--- config.mk ---
export PLATFORM = sky130hd
export DESIGN_NAME = beagle_bus_capture
export DESIGN_NICKNAME = d
export VERILOG_FILES = /design/src/rtl/beagle_bus_capture_pkg.sv /design/src/rtl/bbc_fifo.sv /design/src/rtl/beagle_bus_capture.sv
export SDC_FILE = /design/constraint.sdc
export NUM_CORES = 1
export LEC_CHECK = 0
export BUFFER_PORTS_ARGS = -buffer_cell sky130_fd_sc_hd__buf_2
export CAP_MARGIN = 25
export CORE_AREA = 2 2 100 198
export DETAILED_ROUTE_END_ITERATION = 12
export DIE_AREA = 0 0 102 200
export GPL_TIMING_DRIVEN = 0
export PLACE_DENSITY = 0.54
export SLEW_MARGIN = 20
export SYNTH_ARGS = -nofsm -noshare
export SYNTH_HDL_FRONTEND = slang
export SYNTH_HIERARCHICAL = 1
export SYNTH_SLANG_ARGS = --single-unit
--- constraint.sdc ---
create_clock -name clk -period 4.3 [get_ports clk]
set_input_delay 0.43 -clock clk [delete_from_list [all_inputs] [get_ports clk]]
set_output_delay 0.43 -clock clk [all_outputs]
set_load 0.02 [all_outputs]
--- src/rtl/beagle_bus_capture_pkg.sv ---
// Shared constants and types for the Beagle FX2 bus capture block.
package beagle_bus_capture_pkg;

  localparam int unsigned DW                 = 16;
  localparam int unsigned FifoDepthDefault   = 4;
  localparam int unsigned FiltDefault        = 3;
  localparam int unsigned StretchWDefault    = 22;

  localparam logic SEL_DATA  = 1'b0;
  localparam logic SEL_CLEAR = 1'b1;

  typedef enum logic [1:0] {
    StLow,
    StQualHi,
    StHigh,
    StQualLo
  } filt_state_e;

endpackage

--- src/rtl/bbc_fifo.sv ---
// First-word-fall-through sync FIFO with registered head word and flush.
module bbc_fifo #(
  parameter int unsigned DW    = 16,
  parameter int unsigned DEPTH = 4
) (
  input  logic          clk_i,
  input  logic          rst_ni,
  input  logic          push_i,
  input  logic [DW-1:0] din_i,
  input  logic          pop_i,
  input  logic          flush_i,
  output logic [DW-1:0] dout_o,
  output logic          valid_o,
  output logic          full_o
);

  localparam int unsigned AW = $clog2(DEPTH);
  localparam int unsigned PW = AW + 1;

  logic [DW-1:0] mem_q [DEPTH];
  logic [PW-1:0] wptr_q, wptr_d, rptr_q, rptr_d;
  logic [DW-1:0] dout_q, dout_d;
  logic          valid_q, valid_d;
  logic          empty, full, do_push, do_pop;

  assign empty   = (wptr_q == rptr_q);
  assign full    = (wptr_q[AW] != rptr_q[AW]) && (wptr_q[AW-1:0] == rptr_q[AW-1:0]);
  assign do_pop  = pop_i && !empty;
  assign do_push = push_i && (!full || do_pop);

  always_comb begin
    wptr_d  = wptr_q;
    rptr_d  = rptr_q;
    dout_d  = dout_q;
    valid_d = valid_q;
    if (flush_i) begin
      wptr_d  = '0;
      rptr_d  = '0;
      dout_d  = '0;
      valid_d = 1'b0;
    end else begin
      wptr_d  = wptr_q + PW'(do_push);
      rptr_d  = rptr_q + PW'(do_pop);
      valid_d = (wptr_d != rptr_d);
      // The new head may be the word being written this cycle; bypass the array.
      if (valid_d) begin
        if (do_push && (rptr_d[AW-1:0] == wptr_q[AW-1:0])) dout_d = din_i;
        else                                              dout_d = mem_q[rptr_d[AW-1:0]];
      end
    end
  end

  always_ff @(posedge clk_i or negedge rst_ni) begin
    if (!rst_ni) begin
      wptr_q  <= '0;
      rptr_q  <= '0;
      dout_q  <= '0;
      valid_q <= 1'b0;
    end else begin
      wptr_q  <= wptr_d;
      rptr_q  <= rptr_d;
      dout_q  <= dout_d;
      valid_q <= valid_d;
    end
  end

  always_ff @(posedge clk_i) begin
    if (do_push && !flush_i) mem_q[wptr_q[AW-1:0]] <= din_i;
  end

  assign dout_o  = dout_q;
  assign valid_o = valid_q;
  assign full_o  = full;

endmodule

--- src/rtl/beagle_bus_capture.sv ---
// Captures Beagle bus writes: synchronise, de-glitch the strobe, buffer in a FWFT FIFO.
module beagle_bus_capture
  import beagle_bus_capture_pkg::*;
#(
  parameter int unsigned FIFO_DEPTH = FifoDepthDefault,
  parameter int unsigned FILT       = FiltDefault,
  parameter int unsigned STRETCH_W  = StretchWDefault
) (
  input  logic          clk,
  input  logic          nRESET,
  input  logic [DW-1:0] bus_d,
  input  logic          bus_wr,
  input  logic          bus_sel,
  output logic [DW-1:0] num,
  output logic          num_valid,
  input  logic          num_ready,
  output logic          overflow,
  output logic [15:0]   word_count,
  output logic          act_led
);

  localparam int unsigned CntW = $clog2(FILT + 1);

  // Reset asserts asynchronously but releases on a clock edge.
  logic [1:0] rst_sync_q;
  logic       rst_n;

  always_ff @(posedge clk or negedge nRESET) begin
    if (!nRESET) rst_sync_q <= '0;
    else         rst_sync_q <= {rst_sync_q[0], 1'b1};
  end
  assign rst_n = rst_sync_q[1];

  logic [DW-1:0] d_s1_q, d_s2_q;
  logic          wr_s1_q, wr_s2_q, sel_s1_q, sel_s2_q;

  always_ff @(posedge clk or negedge rst_n) begin
    if (!rst_n) begin
      d_s1_q   <= '0;
      d_s2_q   <= '0;
      wr_s1_q  <= 1'b0;
      wr_s2_q  <= 1'b0;
      sel_s1_q <= 1'b0;
      sel_s2_q <= 1'b0;
    end else begin
      d_s1_q   <= bus_d;
      d_s2_q   <= d_s1_q;
      wr_s1_q  <= bus_wr;
      wr_s2_q  <= wr_s1_q;
      sel_s1_q <= bus_sel;
      sel_s2_q <= sel_s1_q;
    end
  end

  filt_state_e     state_q, state_d;
  logic [CntW-1:0] filt_cnt_q, filt_cnt_d;
  logic            capture;

  always_comb begin
    state_d    = state_q;
    filt_cnt_d = filt_cnt_q;
    capture    = 1'b0;
    unique case (state_q)
      StLow: begin
        if (wr_s2_q) begin
          state_d    = StQualHi;
          filt_cnt_d = '0;
        end
      end
      StQualHi: begin
        if (!wr_s2_q) begin
          state_d = StLow;
        end else if (filt_cnt_q == CntW'(FILT)) begin
          state_d = StHigh;
          capture = 1'b1;
        end else begin
          filt_cnt_d = filt_cnt_q + CntW'(1);
        end
      end
      StHigh: begin
        if (!wr_s2_q) begin
          state_d    = StQualLo;
          filt_cnt_d = '0;
        end
      end
      StQualLo: begin
        if (wr_s2_q) begin
          state_d = StHigh;
        end else if (filt_cnt_q == CntW'(FILT)) begin
          state_d = StLow;
        end else begin
          filt_cnt_d = filt_cnt_q + CntW'(1);
        end
      end
      default: state_d = StLow;
    endcase
  end

  always_ff @(posedge clk or negedge rst_n) begin
    if (!rst_n) begin
      state_q    <= StLow;
      filt_cnt_q <= '0;
    end else begin
      state_q    <= state_d;
      filt_cnt_q <= filt_cnt_d;
    end
  end

  logic                 pop, do_clear, data_evt, push, fifo_full;
  logic                 overflow_q, overflow_d;
  logic [15:0]          word_cnt_q, word_cnt_d;
  logic [STRETCH_W-1:0] stretch_q, stretch_d;

  assign pop      = num_valid && num_ready;
  assign do_clear = capture && (sel_s2_q == SEL_CLEAR);
  assign data_evt = capture && (sel_s2_q == SEL_DATA);
  assign push     = data_evt && (!fifo_full || pop);

  always_comb begin
    overflow_d = overflow_q;
    word_cnt_d = word_cnt_q;
    stretch_d  = stretch_q;
    if (stretch_q != '0) stretch_d = stretch_q - STRETCH_W'(1);
    if (do_clear) begin
      overflow_d = 1'b0;
      word_cnt_d = '0;
    end else if (push) begin
      word_cnt_d = word_cnt_q + 16'd1;
      stretch_d  = '1;
    end else if (data_evt) begin
      overflow_d = 1'b1;
    end
  end

  always_ff @(posedge clk or negedge rst_n) begin
    if (!rst_n) begin
      overflow_q <= 1'b0;
      word_cnt_q <= '0;
      stretch_q  <= '0;
    end else begin
      overflow_q <= overflow_d;
      word_cnt_q <= word_cnt_d;
      stretch_q  <= stretch_d;
    end
  end

  // A clear in the same cycle as a pop wins; the pop is dropped.
  bbc_fifo #(
    .DW    (DW),
    .DEPTH (FIFO_DEPTH)
  ) u_fifo (
    .clk_i   (clk),
    .rst_ni  (rst_n),
    .push_i  (push),
    .din_i   (d_s2_q),
    .pop_i   (pop && !do_clear),
    .flush_i (do_clear),
    .dout_o  (num),
    .valid_o (num_valid),
    .full_o  (fifo_full)
  );

  assign overflow   = overflow_q;
  assign word_count = word_cnt_q;
  assign act_led    = (stretch_q != '0);

endmodule

# Word-level counts from Yosys, hierarchy flattened
# Memories as Yosys holds them, arrays and structs flattened.
# Index checks and enable logic that the tools add are counted.
# totals
input_bits,21
ram_bits,64
output_inout_bits,35
elab_cells,94
memories,1
regBits,104
# mem_list
memory,words,word_bits,read_ports,rd_ports_with_merged_regs,wr,line_no,text
u_fifo.mem_q,4,16,1,0,1,bbc_fifo.sv:20,logic [DW-1:0] mem_q [DEPTH];
# op_classes
n_eq_ne,16
n_reduce_logical,23
n_mux,32
add_sub_neg,5
bitwise,1
# op_table
cell,count
2-to-1 mux 16 bit,5
2-to-1 mux 22 bit,3
2-to-1 mux 2 bit,11
nonzero test 22 bit,1
subtractor 22 x 1 -> 22 bit (second input constant),1
adder 16 x 1 -> 16 bit (second input constant),1
case mux 2 bit (4 select lines),2
logical AND 1 bit,10
!= test 2 bit (second input constant),5
2-to-1 mux 1 bit,9
AND reduction 4 bit,2
adder 3 x 1 -> 3 bit,2
equality test 2 bit (second input constant),3
2-to-1 mux 3 bit,2
!= test 3 bit (second input constant),2
nonzero test 2 bit,3
equality test 2 bit,2
equality test 3 bit,1
logical NOT 1 bit,3
!= test 3 bit,1
adder 2 x 1 -> 2 bit (second input constant),1
equality test 2 x 1 -> 1 bit (second input constant),1
logical NOT 2 bit,1
logical OR 1 bit,2
other kinds (3),3

# Logic depth before layout (Yosys ltp)
# Gate-level depths: netlist (run 1).
# logic_depth
word_depth,14
depth_mapped,17
mapped_depth_nobuf,13

# Cells and area by module
# The synthesis (run 1) kept the hierarchy.
# modules_own_cells
module,n_inst,area_each_um2,seq_area_each_um2,cells_per_inst
bbc_fifo,1,3834.9,2497.4,240
beagle_bus_capture,1,3373.2,2026.9,304

# Worst setup path after synthesis (run 1)
# Ideal clock, no wire load.
# synth_path
kind,reg2reg
from,register u_fifo.rptr_q[2]
to,"memory u_fifo.mem_q[0][0], enable pin"
path_buffers,2
arrival_ps,3830
setup_ps,430
synth_period_minus_slack_ps,4261
setup_slack_ps,39
required_time_ps,3870
path_stages_with_launch,10
cell_sequence,dfrtp_1 xnor2_2 nor3_1 a21boi_1 or3_1 inv_1 clkbuf_1 o41ai_4 buf_6 nor4_1
# synth_between
elab_chain_cells,9
elab_cells_between_ends,13
classes_between,eq/ne (2); mux (2); reduce/logical (9)
# synth_lines
item,line_no,text
"start, declared",bbc_fifo.sv:21,"logic [PW-1:0] wptr_q, wptr_d, rptr_q, rptr_d;"
"start signal, assigned",bbc_fifo.sv:61,rptr_q <= rptr_d;
!= test 1 bit,bbc_fifo.sv:27,assign full = (wptr_q[AW] != rptr_q[AW]) && (wptr_q[AW-1:0] == rptr_q[AW-1:0]);
logical AND 1 bit,bbc_fifo.sv:27,
via fifo_full,beagle_bus_capture.sv:109,"logic pop, do_clear, data_evt, push, fifo_full;"
logical NOT 1 bit,beagle_bus_capture.sv:117,assign push = data_evt && (!fifo_full || pop);
logical OR 1 bit,beagle_bus_capture.sv:117,
logical AND 1 bit,beagle_bus_capture.sv:117,
via push,beagle_bus_capture.sv:109,
logical AND 1 bit,bbc_fifo.sv:29,assign do_push = push_i && (!full || do_pop);
logical AND 1 bit,bbc_fifo.sv:68,if (do_push && !flush_i) mem_q[wptr_q[AW-1:0]] <= din_i;
2-to-1 mux 1 bit,bbc_fifo.sv:68,
2-to-1 mux 1 bit (not written as such),bbc_fifo.sv:68,
"end, declared",bbc_fifo.sv:20,
# The timed path passes the listed nets, and every way through them passes these cells.

# Final worst setup path (run 1)
# layout_path
from,register filt_cnt_q[0]
to,"register u_fifo.dout_q[0], in the netlist u_fifo/dout_o[0]"
# layout_between
elab_chain_cells,14
elab_cells_between_ends,22
classes_between,add/sub (2); eq/ne (3); mux (6); reduce/logical (10); memory (1)
# layout_lines
item,line_no,text
"start, declared",beagle_bus_capture.sv:56,"logic [CntW-1:0] filt_cnt_q, filt_cnt_d;"
"start signal, assigned",beagle_bus_capture.sv:105,filt_cnt_q <= filt_cnt_d;
equality test 2 bit *,beagle_bus_capture.sv:73,end else if (filt_cnt_q == CntW'(FILT)) begin
2-to-1 mux 1 bit *,beagle_bus_capture.sv:73,
2-to-1 mux 1 bit *,beagle_bus_capture.sv:71,if (!wr_s2_q) begin
2-to-1 mux 1 bit *,beagle_bus_capture.sv:63,unique case (state_q)
branches (longest 10 deep; another with memory read (4 x 16 bit)),--,
"end signal, assigned",bbc_fifo.sv:62,dout_q <= dout_d;
"end, declared",bbc_fifo.sv:22,"logic [DW-1:0] dout_q, dout_d;"
# Mark *: on every way between the ends. The select of a mux whose other input is x is not followed.
# A chain may end at the register's enable or synchronous reset.

==> results of run 1 <==
## kinds of logic after synthesis
logic type / synth area share, %
and+or+nand+nor: 14.2
DFF: 62.8
AOI/OAI and AO/OA: 9.98
buffers and inverters: 2.97
muxes: 6.13
xor gates and xnor gates: 2.48
adders and majority gates: 1.39
other: 0.0520
## critical path: stages, from the launching register on
cell,delay [ns]
sky130_fd_sc_hd__dfrtp_1,0.37
sky130_fd_sc_hd__ha_1,0.17
sky130_fd_sc_hd__nand4b_1,0.21
sky130_fd_sc_hd__or2_2,0.33
sky130_fd_sc_hd__clkbuf_1,0.18
sky130_fd_sc_hd__and3_1,0.26
sky130_fd_sc_hd__o41ai_4,0.40
sky130_fd_sc_hd__inv_4,0.13
sky130_fd_sc_hd__buf_6,0.18
sky130_fd_sc_hd__ha_1,0.19
sky130_fd_sc_hd__ha_1,0.29
sky130_fd_sc_hd__xor2_1,0.18
sky130_fd_sc_hd__or2_2,0.29
sky130_fd_sc_hd__buf_2,0.17
sky130_fd_sc_hd__buf_2,0.20
sky130_fd_sc_hd__o31ai_1,0.31
sky130_fd_sc_hd__a31oi_2,0.08
## metal layers
layer	part of all wire, %	vias to the layer above	wire (microns)	track usage (%)
li1	-	2244	-	-
met5	0	-	0	0
met1	37	2453	6250	18.9
met4	2.8	0	475	7.70
met2	58	104	9820	33.7
met3	2.5	31	416	3.41
## cells in the final DEF, fill, tap and decap left out, types with 6 or more instances in the layout
cell,n
sky130_fd_sc_hd__o21ai_0,28
sky130_fd_sc_hd__mux2i_1,7
sky130_fd_sc_hd__o31ai_1,21
sky130_fd_sc_hd__dfrtp_1,103
sky130_fd_sc_hd__ha_1,8
sky130_fd_sc_hd__nand2_1,16
sky130_fd_sc_hd__clkbuf_1,12
sky130_fd_sc_hd__nand3_1,22
sky130_fd_sc_hd__a31oi_1,11
sky130_fd_sc_hd__nor2_1,20
sky130_fd_sc_hd__and2_1,9
sky130_fd_sc_hd__a21oi_1,18
sky130_fd_sc_hd__mux4_2,16
sky130_fd_sc_hd__buf_4,9
sky130_fd_sc_hd__edfxtp_1,64
sky130_fd_sc_hd__inv_1,14
sky130_fd_sc_hd__nand4_1,20
sky130_fd_sc_hd__or3_1,10
sky130_fd_sc_hd__or4_1,16
sky130_fd_sc_hd__nor4_1,10
sky130_fd_sc_hd__a31oi_2,6
sky130_fd_sc_hd__o21ai_1,9
sky130_fd_sc_hd__buf_2,66
sky130_fd_sc_hd__nand3_2,6
sky130_fd_sc_hd__nor3_1,10
sky130_fd_sc_hd__clkbuf_16,20
sky130_fd_sc_hd__xnor2_1,9
## power by group
group	internal, mW	switching (mW)	total, mW	leakage, nW
Sequential	1.92	0.292	2.21	1.73
Combinational	0.858	1.32	2.18	1.09
Clock	0.882	0.635	1.52	0.304
## worst max path at each step
stage                              end  cells after the start             start
finish                u_fifo/dout_o[0]                     16     filt_cnt_q[0]
floorplan           u_fifo/mem_q[0][0]                      9  u_fifo/rptr_q[2]
global placement    u_fifo/mem_q[0][2]                      9  u_fifo/rptr_q[2]
CTS                   u_fifo/dout_o[0]                     16  u_fifo/wptr_q[1]
global route         u_fifo/dout_o[14]                     16     filt_cnt_q[0]
detailed placement    u_fifo/dout_o[0]                     16  u_fifo/wptr_q[1]
## per-stage QoR
step	cell area, sq um	TNS [ns]	utilization [%]	hold slack [ns]
floorplan	7210	0	-	0.134
detailed placement	7900	-13.01	42.0	0.218
global route	8560	0	45.4	0.0854
finish	8560	0	45.4	0.109
CTS	8540	0	45.4	0.0858
global placement	7800	-131.50	41.4	0.215
## flip-flops by register name (all words and copies together) (netlist names), named ones only
name,count
overflow,1
word_count,16
wr_s2_q,1
u_fifo/wptr_q,3
stretch_q,22
sel_s1_q,1
state_q,1
u_fifo/mem_q,64
filt_cnt_q,2
sel_s2_q,1
d_s1_q,16
d_s2_q,16
u_fifo/rptr_q,3
wr_s1_q,1
u_fifo/dout_o,16
rst_sync_q,2
u_fifo/valid_o,1
## repair_timing
item | 4_1_cts | 5_1_grt
endpoints found under the hold margin | 2 | 0
buffers inserted | 3 | 0
gates resized for setup | 4 | 1
pin swaps | 1 | 0
setup endpoints to repair | 57 | 10
hold buffers | 1 | 0
## final cells by class
class	count	share of cell area, %
Multi-Input combinational cell	330	29.4
Clock inverter	10	0.848
Tap cell	255	3.73
Timing Repair Buffer	66	4.42
Inverter	16	0.775
Sequential cell	168	52.9
Buffer	29	1.74
Clock buffer	22	6.17
==> qor.csv, run 1 <==
stage;metric;value;unit
global_routing;grt_first_pass_wirelength;27400;microns
die;pin_count;56;
synthesis;postSynth.topFlopCell;sky130_fd_sc_hd__dfrtp_1;
timing;max_slew_headroom;39.2;%
place;post-place-cells;861;
timing;max_freq;244;MHz
synthesis;ys_types;58;
synthesis;post_synthesis_net_count;573;
synthesis;synthesis.instances;544;
synthesis;ys_seq_elements;168;
setup_path;worstSetupEndpointType;flop;
place;hpwlAfterDp;11800;microns
timing;rsz_0062_raised_after_global_routing;false;
clock_tree;cts_max_path_buffers;2;
layout;n_diodes;0;
detailed_routing;initial_drt_markers;165;
setup_path;worstSetupStartpointType;flop;
clock_tree;clock-sinks;168;
detailed_routing;post-route-drc-count;0;
synthesis;synth_area_leaders;sky130_fd_sc_hd__dfrtp_1 (36%), sky130_fd_sc_hd__edfxtp_1 (27%), sky130_fd_sc_hd__mux4_2 (5.0%);
detailed_routing;postRouteAntennaNets;0;
synthesis;top_count_cell_post_synth;sky130_fd_sc_hd__dfrtp_1;
setup_path;worstReg2RegEnd;u_fifo/dout_o[0];
die;effective_utilization_at_floorplan;38.3;%
setup_path;worst_ep_arrival_time;4.39;ns
synthesis;synth_seq_area_share;62.8;%
clock_tree;h_tree_level_count;4;
clock_tree;clock_latency_on_the_worst_skew_pair;0.42;ns
timing;timing.final.crit_share;95.3;%
synthesis;synth_top_cell_area_share;36.1;%
layout;multiInputGateArea;2510;sq um
detailed_routing;wl_per_cell;18.9;microns
timing;period_minus_ws_final;4.10;ns
place;placement.setup.worst_slack;-0.818;ns
clock_tree;worst_setup_hold_path_clk_slew;0.07;ns
pwr;cellLeakagePower;3.13;nW
synthesis;synth_top_area_cell;sky130_fd_sc_hd__dfrtp_1;
timing;layout_setup_ws;0.204;ns
place;place_congestion;0.840;
die;die_span_in_y;200;microns
setup_path;crit_fanout;10;
run;max_cap_violations;0;
timing;actual_slew_at_the_worst_max_slew_pin;0.904;ns
setup_path;critical_path.reg2reg.startpoint;filt_cnt_q[0];
layout;num-fill-cells;1778;
synthesis;number_of_synthesized_flops_with_an_enable_pin;64;
global_routing;pin_count_of_the_biggest_net_entering_global_routing;55;
synthesis;synth_warnings;6;
pwr;powerDensity;691;nW/um^2
global_routing;antenna_found_initial;0;
synthesis;synth-async-reset-ratio;61.9;%
die;die_area;20400;sq um
layout;syn2layout_area_growth;18.7;%
timing;fin_skew;0.0101;ns
setup_path;r2r_setup_slack;0.20;ns
die;die-width;102;microns
synthesis;syn_area_per_cell;13.3;sq um
min_path;min-delay-path-class;input pin to flop;
timing;final-max-slew-violation-count;0;
clock_tree;tritoncts;built;
detailed_routing;vias;4832;
global_routing;grt_usage;17.9;%
pwr;power;5.91;mW
global_routing;first_global_vias;5105;
setup_path;worst-endpoint-required;4.59;ns
timing;final-hold-violation-count;0;
die;core;18800;sq um
synthesis;netlist_top_cells_count;sky130_fd_sc_hd__dfrtp_1 (104), sky130_fd_sc_hd__edfxtp_1 (64), sky130_fd_sc_hd__o21ai_0 (28), sky130_fd_sc_hd__nor2_1 (23), sky130_fd_sc_hd__nand3_1 (22);
clock_tree;cts_inserted_buffers;17;
detailed_routing;drt_pass1_iterations;4;
min_path;hold_path_startpoint;bus_sel;
timing;timing.final.setup_violations;0;
run_status;run_status;finished, final reports clean;
min_path;whs_path_depth;1;
layout;drive_above_1_share;25.4;%
global_routing;overflow;0;
min_path;holdPathEnd;sel_s1_q;
layout;layout.nets;657;
layout;post_layout_nonfiller_instances;896;
detailed_routing;routed_wirelength;17000;microns
synthesis;synth_area;7210;sq um
pwr;vdd_ir_drop_max;0.316;mV
setup_path;crit_type;flop to flop;
detailed_routing;via_per_inst;5.39;
clock_tree;root_buffer;sky130_fd_sc_hd__clkbuf_16;
setup_path;r2r_cells;16;
layout;sequential_cell_area;4530;sq um
place;io_buffer_count;55;
die;placement_rows;71;
No activity file was read; power rests on OpenSTA's default activity.
==> run 2: changes to the inputs <==
==> constraint.sdc (replaced) <==
create_clock -name clk -period 4.3 [get_ports clk]
set_input_delay 1.075 -clock clk [delete_from_list [all_inputs] [get_ports clk]]
set_output_delay 1.075 -clock clk [all_outputs]
set_load 0.02 [all_outputs]
==> run 2 against run 1 <==
- die area did not move
- maximum frequency fell by 1.1%
- final cell count fell by 0.11%
- clock skew barely moved
- first-iteration DRC count rose by 9.7%
- flip-flop and latch count did not move
- cell area fell by 0.12%
- clock power barely moved
- critical endpoint is now u_fifo/dout_o[14]
- largest cell class unchanged
==> qor.csv, run 2 (synthesis gave the netlist of run 1 again) <==
stage;metric;value;unit;change
die;placement_rows;71;;unchanged
setup_path;crit_top_cell;sky130_fd_sc_hd__ha_1;;
run;max_cap_violations;0;;unchanged
pwr;power_frac_clock;25.6;%;about the same
layout;sequential_cell_area;4530;sq um;unchanged
place;io_buffer_count;55;;unchanged
global_routing;overflow;0;;unchanged
setup_path;critical_path.reg2reg.startpoint;filt_cnt_q[0];;
detailed_routing;post-route-drc-count;0;;unchanged
detailed_routing;postRouteAntennaNets;0;;unchanged
setup_path;critical-path-top-delay-family;simple AND/OR/NAND/NOR gates;;
timing;final-max-slew-violation-count;0;;unchanged
timing;actual_slew_at_the_worst_max_slew_pin;0.907;ns;+0.00247 ns
setup_path;critPathMaxStageDelay;0.40;ns;about the same
layout;most_common_cell_after_layout_fill_and_taps_aside;sky130_fd_sc_hd__dfrtp_1;;
min_path;hold_path_startpoint;d_s1_q[11];;
clock_tree;worst_setup_hold_path_clk_slew;0.06;ns;about the same
setup_path;r2r_setup_slack;0.16;ns;-0.05 ns
pwr;netSwitchingPower;2.24;mW;-0.11%
global_routing;grt_usage;17.8;%;-0.022 points
clock_tree;clock-sinks;168;;unchanged
setup_path;worstSetupStartpointType;flop;;
pwr;p_int;3.66;mW;about the same
clock_tree;root_buffer;sky130_fd_sc_hd__clkbuf_16;;
timing;layout_setup_ws;0.158;ns;-0.0458 ns
layout;n_diodes;0;;unchanged
setup_path;worst-path-buf-inv;5;;unchanged
setup_path;crit_chain;ha_1 -> nand4b_1 -> or2_2 -> clkbuf_1 -> and3_1 -> o41ai_4 -> inv_4 -> buf_6 -> ha_1 -> ha_1 -> xor2_1 -> or2_2 -> buf_2 -> buf_2 -> o31ai_1 -> a31oi_2;;
timing;fin_skew;0.0103;ns;+0.000253 ns
detailed_routing;routed_wirelength;17000;microns;+0.10%
setup_path;worstSetupEndpointType;flop;;
clock_tree;cts_inserted_buffers;17;;unchanged
min_path;min-delay-path-class;flop to flop;;
timing;timing.final.crit_share;96.3;%;+1.1 points
detailed_routing;wl_per_cell;19.0;microns;+0.21%
detailed_routing;via_per_inst;5.40;;+0.19%
global_routing;first_global_vias;5095;;-0.20%
global_routing;grt_first_pass_wirelength;27300;microns;-0.15%
pwr;powerDensity;691;nW/um^2;about the same
layout;largest_register_ff_count;64;;unchanged
detailed_routing;initial_drt_markers;181;;+9.7%
global_routing;antenna_found_initial;0;;unchanged
timing;whs;0.348;ns;+0.239 ns
run_status;run_status;finished, final reports clean;;
setup_path;worstReg2RegEnd;u_fifo/dout_o[14];;
pwr;power;5.91;mW;about the same
layout;final_core_utilization;45.4;%;-0.053 points
setup_path;worst_setup_path_startpoint;filt_cnt_q[0];;
setup_path;crit_type;flop to flop;;
timing;timing.final.setup_violations;0;;unchanged
pwr;cellLeakagePower;3.12;nW;-0.13%
setup_path;crit_fanout;10;;unchanged
setup_path;r2r_cells;16;;unchanged
timing;rsz_0062_raised_after_global_routing;false;;
pwr;seq_power_share;37.5;%;about the same
min_path;whs_path_depth;0;;-1
layout;multiInputGateArea;2510;sq um;unchanged
die;pin_count;56;;unchanged
clock_tree;tritoncts;built;;
layout;commonest_cells_after_routing_fill_and_taps_aside;sky130_fd_sc_hd__dfrtp_1 (103), sky130_fd_sc_hd__buf_2 (66), sky130_fd_sc_hd__edfxtp_1 (64);;
clock_tree;clock_latency_on_the_worst_skew_pair;0.42;ns;about the same
place;hpwlAfterDp;11800;microns;unchanged
timing;max_freq;241;MHz;-1.1%
pwr;power.combinational.fraction;36.9;%;about the same
layout;syn2layout_area_growth;18.6;%;
layout;num-fill-cells;1779;;+0.056%
setup_path;worst_ep_arrival_time;4.43;ns;+0.04 ns
global_routing;pin_count_of_the_biggest_net_entering_global_routing;55;;unchanged
timing;final-hold-violation-count;0;;unchanged
die;effective_utilization_at_floorplan;38.3;%;unchanged
clock_tree;h_tree_level_count;4;;unchanged
die;die-width;102;microns;unchanged
setup_path;critical-path-slowest-cell;sky130_fd_sc_hd__o41ai_4;;
clock_tree;cts_max_path_buffers;2;;unchanged
die;core;18800;sq um;unchanged
layout;layout.nets;656;;-0.15%
die;die_span_in_y;200;microns;unchanged
setup_path;worst-endpoint-required;4.59;ns;about the same
detailed_routing;drt_pass1_iterations;4;;unchanged
timing;period_minus_ws_final;4.14;ns;+0.0458 ns
min_path;holdPathEnd;d_s2_q[11];;
place;placement.setup.worst_slack;-0.921;ns;-0.103 ns
detailed_routing;vias;4836;;+0.083%
place;place_congestion;0.840;;unchanged
timing;max_slew_headroom;39.1;%;-0.17 points
pwr;netSwitchingFraction;38.0;%;about the same
layout;drive_above_1_share;25.5;%;+0.040 points
die;die_area;20400;sq um;unchanged
pwr;vdd_ir_drop_max;0.316;mV;+0.22%
==> run 2: cell count changes in the layout (fill, tap and decap cells not counted) <==
| cell | delta |
|---|---|
| sky130_fd_sc_hd__dlygate4sd3_1 | -1 |
==> run 2: layout make-up <==
type,count,area share (%)
clock inverters,10,0.849
repair buffers,65,4.30
flip-flops and latches,168,53.0
plain buffers,29,1.74
multi-input cells,330,29.4
inverters,16,0.776
well taps,255,3.73
clock buffers,22,6.18
==> run 2: repair_timing <==
action,in CTS,in global routing
setup buffers,3,0
endpoints found under the setup margin,57,10
gates resized for setup,4,1
hold buffers,0,0
pin swaps,1,0
==> run 2: routing by layer <==
metal  vias to the layer above  part of all wire (%)  track usage [%]
met3                        29                   2.4             3.41
li1                       2242                     -                -
met2                        96                    58             33.6
met4                         0                   2.5             7.70
met1                      2469                    37             18.8
met5                         -                     0                0
==> run 2: metrics by stage <==
stage                     cells  area [sq um]  setup TNS, ns
after floorplan             544          7210          -3.32
after global placement      854          7800        -143.50
after detailed placement    861          7900         -19.67
after CTS                   895          8530              0
after global routing        895          8550              0
final                       895          8550              0
==> run 2: power by group through the flow <==
stage               combinational (mW)  clock (mW)  sequential, mW
floorplan                         1.40           0            2.35
global placement                  2.12           0            2.23
detailed placement                2.17           0            2.24
CTS                               2.20        1.56            2.21
global route                      2.38        1.63            2.26
finish                            2.18        1.51            2.22
==> run 2: worst max-delay path by stage <==
stage                         end  cells after the start
3_5_place_dp     u_fifo/dout_o[0]                     15
2_1_floorplan  u_fifo/mem_q[0][0]                      7
3_3_place_gp   u_fifo/mem_q[0][2]                      8
4_1_cts          u_fifo/dout_o[0]                     16
6_report        u_fifo/dout_o[14]                     16
5_1_grt         u_fifo/dout_o[14]                     16
